===== src/rtl/typing_game_ctrl.sv =====
// Speed-typer game sequencer: filters PS/2 bytes into make codes, checks them against
// the parser's expected character, and tracks index, level, errors, score and countdown.
module typing_game_ctrl #(
  parameter int unsigned TICKS_PER_SEC = 50000000,
  parameter int unsigned ROUND_TIME_S  = 30,
  parameter int unsigned NUM_LEVELS    = 30,
  parameter int unsigned MAX_ERRORS    = 3,
  parameter int unsigned LOAD_SETTLE   = 4
) (
  input  logic        clk,
  input  logic        resetn,
  input  logic        start,
  input  logic        key_valid,
  input  logic [7:0]  key_code,
  input  logic [7:0]  comparison_data,
  input  logic [7:0]  num_char,
  output logic        parser_resetn,
  output logic        enable_next_level,
  output logic        get_next_character,
  output logic [7:0]  char_index,
  output logic [4:0]  level,
  output logic [3:0]  errors,
  output logic [15:0] score,
  output logic [7:0]  time_left,
  output logic        correct_pulse,
  output logic        wrong_pulse,
  output logic        game_over,
  output logic        game_won
);

  localparam int unsigned TW = (TICKS_PER_SEC > 1) ? $clog2(TICKS_PER_SEC) : 1;
  localparam int unsigned SW = $clog2(LOAD_SETTLE);

  typedef enum logic [2:0] {
    S_IDLE, S_LOAD, S_SETTLE, S_PLAY, S_ADVANCE, S_LEVEL_DONE, S_OVER, S_WON
  } state_e;

  state_e          state_q, state_d;
  logic            break_q, break_d;
  logic [TW-1:0]   tick_q, tick_d;
  logic [SW-1:0]   settle_q, settle_d;
  logic [7:0]      char_index_q, char_index_d;
  logic [4:0]      level_q, level_d;
  logic [3:0]      errors_q, errors_d;
  logic [15:0]     score_q, score_d;
  logic [7:0]      time_left_q, time_left_d;
  logic            correct_q, correct_d;
  logic            wrong_q, wrong_d;

  logic            make_ok;
  logic            sec_wrap;
  logic            timeout;
  logic [3:0]      err_inc;

  always_ff @(posedge clk or negedge resetn) begin
    if (!resetn) begin
      state_q      <= S_IDLE;
      break_q      <= 1'b0;
      tick_q       <= '0;
      settle_q     <= '0;
      char_index_q <= '0;
      level_q      <= '0;
      errors_q     <= '0;
      score_q      <= '0;
      time_left_q  <= '0;
      correct_q    <= 1'b0;
      wrong_q      <= 1'b0;
    end else begin
      state_q      <= state_d;
      break_q      <= break_d;
      tick_q       <= tick_d;
      settle_q     <= settle_d;
      char_index_q <= char_index_d;
      level_q      <= level_d;
      errors_q     <= errors_d;
      score_q      <= score_d;
      time_left_q  <= time_left_d;
      correct_q    <= correct_d;
      wrong_q      <= wrong_d;
    end
  end

  always_comb begin
    state_d            = state_q;
    break_d            = break_q;
    tick_d             = tick_q;
    settle_d           = settle_q;
    char_index_d       = char_index_q;
    level_d            = level_q;
    errors_d           = errors_q;
    score_d            = score_q;
    time_left_d        = time_left_q;
    correct_d          = 1'b0;
    wrong_d            = 1'b0;
    make_ok            = 1'b0;
    get_next_character = 1'b0;
    err_inc            = errors_q + 4'd1;
    sec_wrap           = (tick_q == TW'(TICKS_PER_SEC - 1));
    timeout            = sec_wrap && (time_left_q == 8'd1);

    // Break-code byte after F0 is swallowed; E0 prefixes are transparent.
    if (key_valid) begin
      if (break_q) begin
        break_d = 1'b0;
      end else if (key_code == 8'hF0) begin
        break_d = 1'b1;
      end else if (key_code != 8'hE0) begin
        make_ok = 1'b1;
      end
    end

    if (state_q == S_PLAY || state_q == S_ADVANCE) begin
      tick_d = sec_wrap ? '0 : tick_q + TW'(1);
      if (sec_wrap) time_left_d = time_left_q - 8'd1;
    end

    case (state_q)
      S_IDLE: begin
        if (start) begin
          level_d  = '0;
          errors_d = '0;
          score_d  = '0;
          state_d  = S_LOAD;
        end
      end
      S_LOAD: begin
        time_left_d  = 8'(ROUND_TIME_S);
        tick_d       = '0;
        char_index_d = '0;
        settle_d     = '0;
        state_d      = S_SETTLE;
      end
      S_SETTLE: begin
        if (settle_q == SW'(LOAD_SETTLE - 1)) begin
          state_d = (num_char == 8'd0) ? S_LEVEL_DONE : S_PLAY;
        end else begin
          settle_d = settle_q + SW'(1);
        end
      end
      S_PLAY: begin
        // Timeout wins over a simultaneous key, which is then dropped entirely.
        if (timeout) begin
          state_d = S_OVER;
        end else if (make_ok) begin
          if (key_code == comparison_data) begin
            correct_d    = 1'b1;
            score_d      = (score_q == 16'hFFFF) ? score_q : score_q + 16'd1;
            char_index_d = char_index_q + 8'd1;
            state_d      = S_ADVANCE;
          end else begin
            wrong_d  = 1'b1;
            errors_d = err_inc;
            if (err_inc == 4'(MAX_ERRORS)) state_d = S_OVER;
          end
        end
      end
      S_ADVANCE: begin
        if (timeout) begin
          state_d = S_OVER;
        end else if (char_index_q < num_char) begin
          get_next_character = 1'b1;
          state_d            = S_PLAY;
        end else begin
          state_d = S_LEVEL_DONE;
        end
      end
      S_LEVEL_DONE: begin
        if (level_q == 5'(NUM_LEVELS - 1)) begin
          state_d = S_WON;
        end else begin
          level_d = level_q + 5'd1;
          state_d = S_LOAD;
        end
      end
      S_OVER, S_WON: begin
        if (start) state_d = S_IDLE;
      end
      default: state_d = S_IDLE;
    endcase
  end

  assign parser_resetn     = (state_q != S_IDLE);
  assign enable_next_level = (state_q == S_LOAD);
  assign game_over         = (state_q == S_OVER);
  assign game_won          = (state_q == S_WON);
  assign char_index        = char_index_q;
  assign level             = level_q;
  assign errors            = errors_q;
  assign score             = score_q;
  assign time_left         = time_left_q;
  assign correct_pulse     = correct_q;
  assign wrong_pulse       = wrong_q;

endmodule


===== config.mk =====
export PLATFORM = sky130hd
export DESIGN_NAME = typing_game_ctrl
export DESIGN_NICKNAME = d
export VERILOG_FILES = /design/src/rtl/typing_game_ctrl.sv
export SDC_FILE = /design/constraint.sdc
export NUM_CORES = 1
export LEC_CHECK = 0
export ABC_AREA = 1
export CORE_MARGIN = 2
export CORE_UTILIZATION = 55
export CTS_CLUSTER_SIZE = 10
export DETAILED_ROUTE_END_ITERATION = 12
export PLACE_DENSITY = 0.89
export SLEW_MARGIN = 20
export SYNTH_ARGS = -nofsm -noshare
export SYNTH_HDL_FRONTEND = slang
export SYNTH_SLANG_ARGS = --single-unit
export TNS_END_PERCENT = 50

===== constraint.sdc =====
create_clock -name clk -period 2.1 [get_ports clk]
set_clock_uncertainty 0.15 [all_clocks]
set_input_delay 0.42 -clock clk [delete_from_list [all_inputs] [get_ports clk]]
set_output_delay 0.42 -clock clk [all_outputs]
set_load 0.1 [all_outputs]

==> metrics.csv, run 1 <==
stage,metric,value,unit
status,outcome,"finished, violations left",
status,violated checks,setup timing,
finish,n_diodes,0,
hold_path,Hold Path Class,in -> async,
timing,Max Fclk,401,MHz
yosys,Synth cell types,39,
timing,Min Hold Slack,0.333,ns
timing,final worst slack,-0.392,ns
yosys,sequential area share after synthesis,0.365,
power,Net Sw Frac,0.498,
finish,Final nets,928,
global_routing,first-pass GRT wire length,26800,um
route,vias,6037,
floorplanning,I/O Pins,76,
timing,final setup vio count,29,
power,Pint,4.17,mW
clocking,clock-pin slew on the worst setup and hold paths,0.09,ns
yosys,Synth area leaders,"dfrtp_1, nand2_1, nor2_1",
route,Detailed Route WL,18700,um
timing,Final Max Tran Viols,0,
finish,"most common cell after layout, fill and taps aside",nand2_1,
yosys,"area leader, netlist",dfrtp_1,
floorplanning,die area,10100,sq um
critical_path,CP Capture Type,primary output,
floorplanning,Cell Rows,35,
timing,min cycle time layout,2.49,ns
clocking,TritonCTS Buffers,9,
route,Pre-antenna DRT Iters,5,
finish,most frequent cells in the layout,"nand2_1, buf_4, nor2_1, inv_1, nand3_1",
finish,fin util,0.834,
clocking,CTS sink count,75,
route,DRT iter0 DRCs,543,
power,PwrDens,1090,nW/um^2
critical_path,worst setup path class,reg -> out,
critical_path,Critical Path RT,1.53,ns
yosys,Synth Register Bits,75,
floorplanning,core area,9150,sq um
timing,Slew @ Worst Pin,0.424,ns
power,Net Sw Power,4.13,mW
critical_path,crit-path max FO,4,
yosys,Post-Syn Area,5150,sq um
critical_path,critical path launch point type,flop,
power,combinational power share,0.596,
timing,Fin. Hold Viols,0,
timing,Final Cycle Share,1.19,
global_routing,initial antenna violation count,0,
global_routing,largest net degree at the start of global routing,30,
yosys,share of the synthesized area in the top cell type,0.365,
global_routing,GRT Total Usage,0.332,
route,"antenna viol nets, final",0,
floorplanning,Die Width,101,um
floorplanning,Vert. Die Dim,101,um
power,Clock power frac,0.170,
critical_path,worst reg2reg path depth,17,
clocking,CTS max path bufs,2,
yosys,Ys Warns,0,
power,Peak supply drop,0.00135,V
flow_run,Max-Cap Viols,0,
critical_path,CP arrival,1.92,ns
route,wire per inst,18.7,um
power,Tot Pwr,8.31,mW
yosys,syn_nets,764,
clocking,later-pin clock latency in the skew report,0.38,ns
clocking,CTS H-tree depth,3,
placed_design,pre-CTS WS,-0.522,ns
global_routing,vias in the first global route,5833,
placed_design,hpwl dp,11100,um
power,Flop pwr share,0.235,
clocking,CTS tree,built,
route,DR DRC count,0,
finish,layout cell share with drive strength beyond 1,0.311,
finish,FILL cells,488,
clocking,root buffer cell,clkbuf_8,
timing,max_slew headroom,0.717,
global_routing,global route total overflow,0,
finish,P&R area growth vs syn,48.4,%
power,Pleak,3.66,nW
yosys,Avg Inst Size Synth,7.16,sq um
floorplanning,initial core utilization,0.562,
placed_design,gpl congestion,0.898,
placed_design,IO buf count,75,
route,routed vias/inst,6.04,
timing,RSZ-0062 raised after global routing,true,
yosys,Syn Inst Count,719,
metrics by stage:
step           std cells  instance area (sq um)  TNS [ns]
2_1_floorplan        719                   5230    -0.615
3_3_place_gp         952                   6980     -2.26
3_5_place_dp         952                   6980     -4.54
4_1_cts              986                   7450    -0.917
5_1_grt              999                   7640     -5.27
6_report             999                   7640     -2.31
cells in the mapped netlist:
cell / count
o21a_1: 3
or2_0: 1
nor3b_1: 1
nand2_1: 203
nand3_4: 2
nand2_2: 7
nand3b_1: 6
xor2_1: 28
inv_1: 84
dfrtp_1: 75
nor3_1: 14
or2_2: 4
nor2_4: 5
nor2_2: 6
inv_6: 1
nor2_1: 91
buf_6: 2
a21oi_1: 16
nor4_1: 1
buf_4: 1
o21ai_2: 4
nand4_1: 17
a31o_2: 3
inv_2: 5
o22ai_1: 2
nand2_4: 4
a31oi_1: 2
buf_8: 1
xnor2_1: 6
clkbuf_1: 3
o31ai_2: 3
o21ai_0: 23
a22oi_1: 2
o21ai_1: 4
buf_2: 8
nand3_2: 5
nand3_1: 57
ha_1: 17
nor3_2: 2
path summary, 6_finish.rpt:
path	start	to	slack [ns]
worst max-delay path	tick_q[0]	get_next_character	-0.39
worst min-delay path	resetn	tick_q[14]	0.33
worst max register to register	char_index[1]	state_q[2]	-0.30
worst min register to register	tick_q[25]	tick_q[25]	0.38
max in group asynchronous	resetn	score[2]	0.92
min in group clk	tick_q[25]	tick_q[25]	0.38
power by group through the flow:
stage | Sequential (mW) | Clock [mW] | Combinational [mW]
after detailed placement | 1.93 | 0 | 4.27
after global routing | 1.97 | 1.45 | 5.15
after floorplan | 2.63 | 0 | 2.03
after CTS | 1.92 | 1.37 | 4.37
after global placement | 1.91 | 0 | 4.15
final | 1.95 | 1.41 | 4.95
worst max-delay path, stage by stage, from the launching register on:
cell and delay [ns]:
dfrtp_1 0.41, ha_4 0.18, inv_1 0.05, nor2_1 0.14
nand3b_1 0.11, nor2_2 0.15, nand3_2 0.15, nand2_2 0.15
nor2_4 0.06, buf_12 0.16
sequential cells by signal, indices dropped and copies added, names as in the netlist:
name and count:
tick_q 26, score 16, char_index 8, time_left 8, level 5, errors 4, state_q 3, settle_q 2
break_q 1, correct_pulse 1, wrong_pulse 1
final cells by class:
cell class / instances / area [sq um] / share of cell area
timing repair buffer: 167 / 1940 / 0.254
sequential: 75 / 1920 / 0.252
inverter: 90 / 353 / 0.0462
clock buffer: 10 / 128 / 0.0167
tap: 111 / 139 / 0.0182
multi-input combinational: 540 / 3040 / 0.398
clock inverter: 6 / 114 / 0.0149
per-layer routing:
layer  part of all wire  routed length, um  GRT usage
met1               0.34               6380      0.372
met2               0.49               9160      0.587
met3              0.090               1680     0.0527
met4              0.077               1440      0.205
met5                  0                  0          0
cells by family after synthesis:
logic type	synth area share
xor gates and xnor gates	0.0579
DFF	0.365
buffers and inverters	0.0853
and+or+nand+nor	0.378
AOI/OAI and AO/OA	0.0732
adders and majority gates	0.0413
repair_timing:
action,CTS,global route
gates cloned,0,1
hold buffers,1,0
setup buffers,17,14
resized for setup,27,31
pin swaps,14,18
setup endpoints to repair,3,34
hold endpoints to repair,21,0
Note: power is estimated with default switching activity, not from simulation.
==> run 2: changes to the inputs <==
CORE_UTILIZATION = 50   (was 55)
PLACE_DENSITY = 0.85   (was 0.89)
clock period = 2 ns   (was 2.1 ns; I/O delays follow)
==> metrics.csv, run 2 (synthesis gave the netlist of run 1 again) <==
stage,metric,value,unit,change
power,Peak supply drop,0.00119,V,was 0.00135 V
timing,Final Max Tran Viols,0,,unchanged
global_routing,grt met3 use,0.0482,,was 0.0527
critical_path,worst reg2reg path depth,12,,was 17
global_routing,GRT Total Usage,0.276,,was 0.332
clocking,clock-pin slew on the worst setup and hold paths,0.08,ns,was 0.09 ns
global_routing,GR Util met2,0.462,,was 0.587
global_routing,met1 Track Usage GR,0.336,,was 0.372
timing,final setup vio count,18,,was 29
floorplanning,Die Width,105,um,was 101 um
critical_path,Worst path max stage delay,0.51,ns,was 0.41 ns
global_routing,global route total overflow,0,,unchanged
floorplanning,Vert. Die Dim,105,um,was 101 um
timing,RSZ-0062 raised after global routing,true,,unchanged
floorplanning,die area,11100,sq um,was 10100 sq um
critical_path,crit-path cells,clkdlybuf4s50_1 > inv_2 > ha_4 > a21oi_2 > o21a_1 > nand2_4 > nor2_4 > buf_12,,was ha_4 > inv_1 > nor2_1 > nand3b_1 > nor2_2 > nand3_2 > nand2_2 > nor2_4 > buf_12
critical_path,Critical Path RT,1.45,ns,was 1.53 ns
critical_path,CP arrival,1.94,ns,was 1.92 ns
global_routing,first-pass GRT wire length,24700,um,was 26800 um
route,"antenna viol nets, final",0,,unchanged
route,Pre-antenna DRT Iters,9,,was 5
floorplanning,initial core utilization,0.508,,was 0.562
timing,min cycle time layout,2.49,ns,
status,violated checks,setup timing,,unchanged
route,vias,5640,,was 6037
clocking,TritonCTS Buffers,9,,unchanged
finish,layout cell share with drive strength beyond 1,0.311,,about the same
critical_path,crit-path max FO,2,,was 4
clocking,CTS sink count,75,,unchanged
timing,Final Cycle Share,1.25,,
route,routed vias/inst,5.56,,was 6.04
finish,Final Non-Filler Cells,1014,,was 999
status,outcome,"finished, violations left",,unchanged
timing,max_slew headroom,0.741,,was 0.717
placed_design,IO buf count,75,,unchanged
clocking,later-pin clock latency in the skew report,0.37,ns,was 0.38 ns
clocking,CTS tree,built,,unchanged
hold_path,Hold Crit Depth,2,,
flow_run,Max-Cap Viols,0,,unchanged
finish,Largest register FFs,26,,unchanged
floorplanning,Cell Rows,37,,was 35
finish,"most common cell after layout, fill and taps aside",nand2_1,,unchanged
finish,Final nets,918,,was 928
power,Pleak,3.63,nW,was 3.66 nW
finish,Top reg by flops,tick_q,,unchanged
hold_path,Hold Path Class,reg -> reg,,was in -> async
route,Detailed Route WL,16500,um,was 18700 um
global_routing,vias in the first global route,5383,,was 5833
floorplanning,I/O Pins,76,,unchanged
placed_design,hpwl dp,10300,um,was 11100 um
finish,most frequent cells in the layout,"nand2_1, nor2_1, buf_4, inv_1, nand3_1",,"was nand2_1, buf_4, nor2_1, inv_1, nand3_1"
timing,Fin. Hold Viols,0,,unchanged
clocking,CTS H-tree depth,3,,unchanged
placed_design,gpl congestion,0.921,,was 0.898
global_routing,largest net degree at the start of global routing,33,,was 30
clocking,CTS max path bufs,2,,unchanged
placed_design,Cells after DPL,986,,was 952
global_routing,initial antenna violation count,0,,unchanged
global_routing,Most Crowded Layer GR,met2,,unchanged
route,DRT iter0 DRCs,575,,was 543
timing,Max Fclk,401,MHz,
critical_path,CP Capture Type,primary output,,unchanged
critical_path,worst setup path class,in -> out,,was reg -> out
finish,P&R area growth vs syn,49.5,%,was 48.4%
power,PwrDens,1120,nW/um^2,was 1090 nW/um^2
critical_path,Slowest cell on crit path,clkdlybuf4s50_1,,was dfrtp_1
floorplanning,core area,10100,sq um,was 9150 sq um
timing,Slew @ Worst Pin,0.389,ns,was 0.424 ns
timing,final worst slack,-0.494,ns,was -0.392 ns
clocking,root buffer cell,clkbuf_8,,unchanged
placed_design,pre-CTS WS,-0.569,ns,was -0.522 ns
critical_path,critical path launch point type,input port,,was flop
finish,n_diodes,0,,unchanged
route,wire per inst,16.2,um,was 18.7 um
route,DR DRC count,0,,unchanged
==> run 2: cell count changes in the layout (fill, tap and decap cells not counted), sizes merged <==
cell           delta
inv               -1
clkbuf            +3
clkdlybuf4s50     +1
clkinvlp          -2
nand2             -1
buf              -11
clkinv            +1
==> run 2: cell type report <==
cell class              instances  area, sq um
multi-input cells             539         3080
fillers                       619         2450
flip-flops and latches         75         1930
repair buffers                158         1900
inverters                      90          360
well taps                     136          170
clock buffers                  12          145
clock inverters                 4         98.8
==> run 2: metal layers <==
metal	up-vias	part of all wire
met1	2589	0.38
met5	-	0
met3	94	0.077
met4	0	0.058
li1	2597	-
met2	360	0.49
==> run 2: final timing paths <==
path,startpoint,end,slack [ns]
worst max-delay path,num_char[6],get_next_character,-0.49
worst min-delay path,break_q,break_q,0.33
max in group asynchronous,resetn,time_left[1],0.76
worst min register to register,break_q,break_q,0.33
worst max register to register,score[1],score[4],-0.11
min in group asynchronous,resetn,char_index[4],0.35
==> run 2: timing repair <==
item,4_1_cts,5_1_grt
endpoints found under the hold margin,27,0
setup buffers,1,8
endpoints found under the setup margin,5,37
pin swaps,9,15
hold buffers,1,0
resized for setup,27,39
gates cloned,0,2
==> run 2: report_power, final <==
| group | internal (mW) | switching (mW) | total [mW] |
|---|---|---|---|
| clock network | 0.867 | 0.591 | 1.46 |
| logic | 1.79 | 3.36 | 5.15 |
| registers | 1.75 | 0.233 | 1.98 |
| total | 4.40 | 4.19 | 8.59 |
==> run 2: metrics by stage <==
stage | cell area, sq um | utilization | power (mW) | hold WS (ns) | TNS (ns)
floorplan | 5250 | - | 4.91 | -0.0456 | -1.21
CTS | 7470 | 0.737 | 8.01 | 0.335 | -0.433
detailed placement | 7110 | 0.701 | 6.50 | 0.204 | -6.41
global placement | 7110 | 0.701 | 6.41 | 0.199 | -4.74
finish | 7690 | 0.759 | 8.59 | 0.333 | -1.97
global route | 7690 | 0.759 | 8.96 | 0.372 | -4.23
==> run 2: critical path: cells and delay by family <==
kind                       cells  cell delay [ns]
buffers and inverters          3             0.78
and+or+nand+nor                2             0.21
adders and majority gates      1             0.17
AOI/OAI and AO/OA              2             0.38
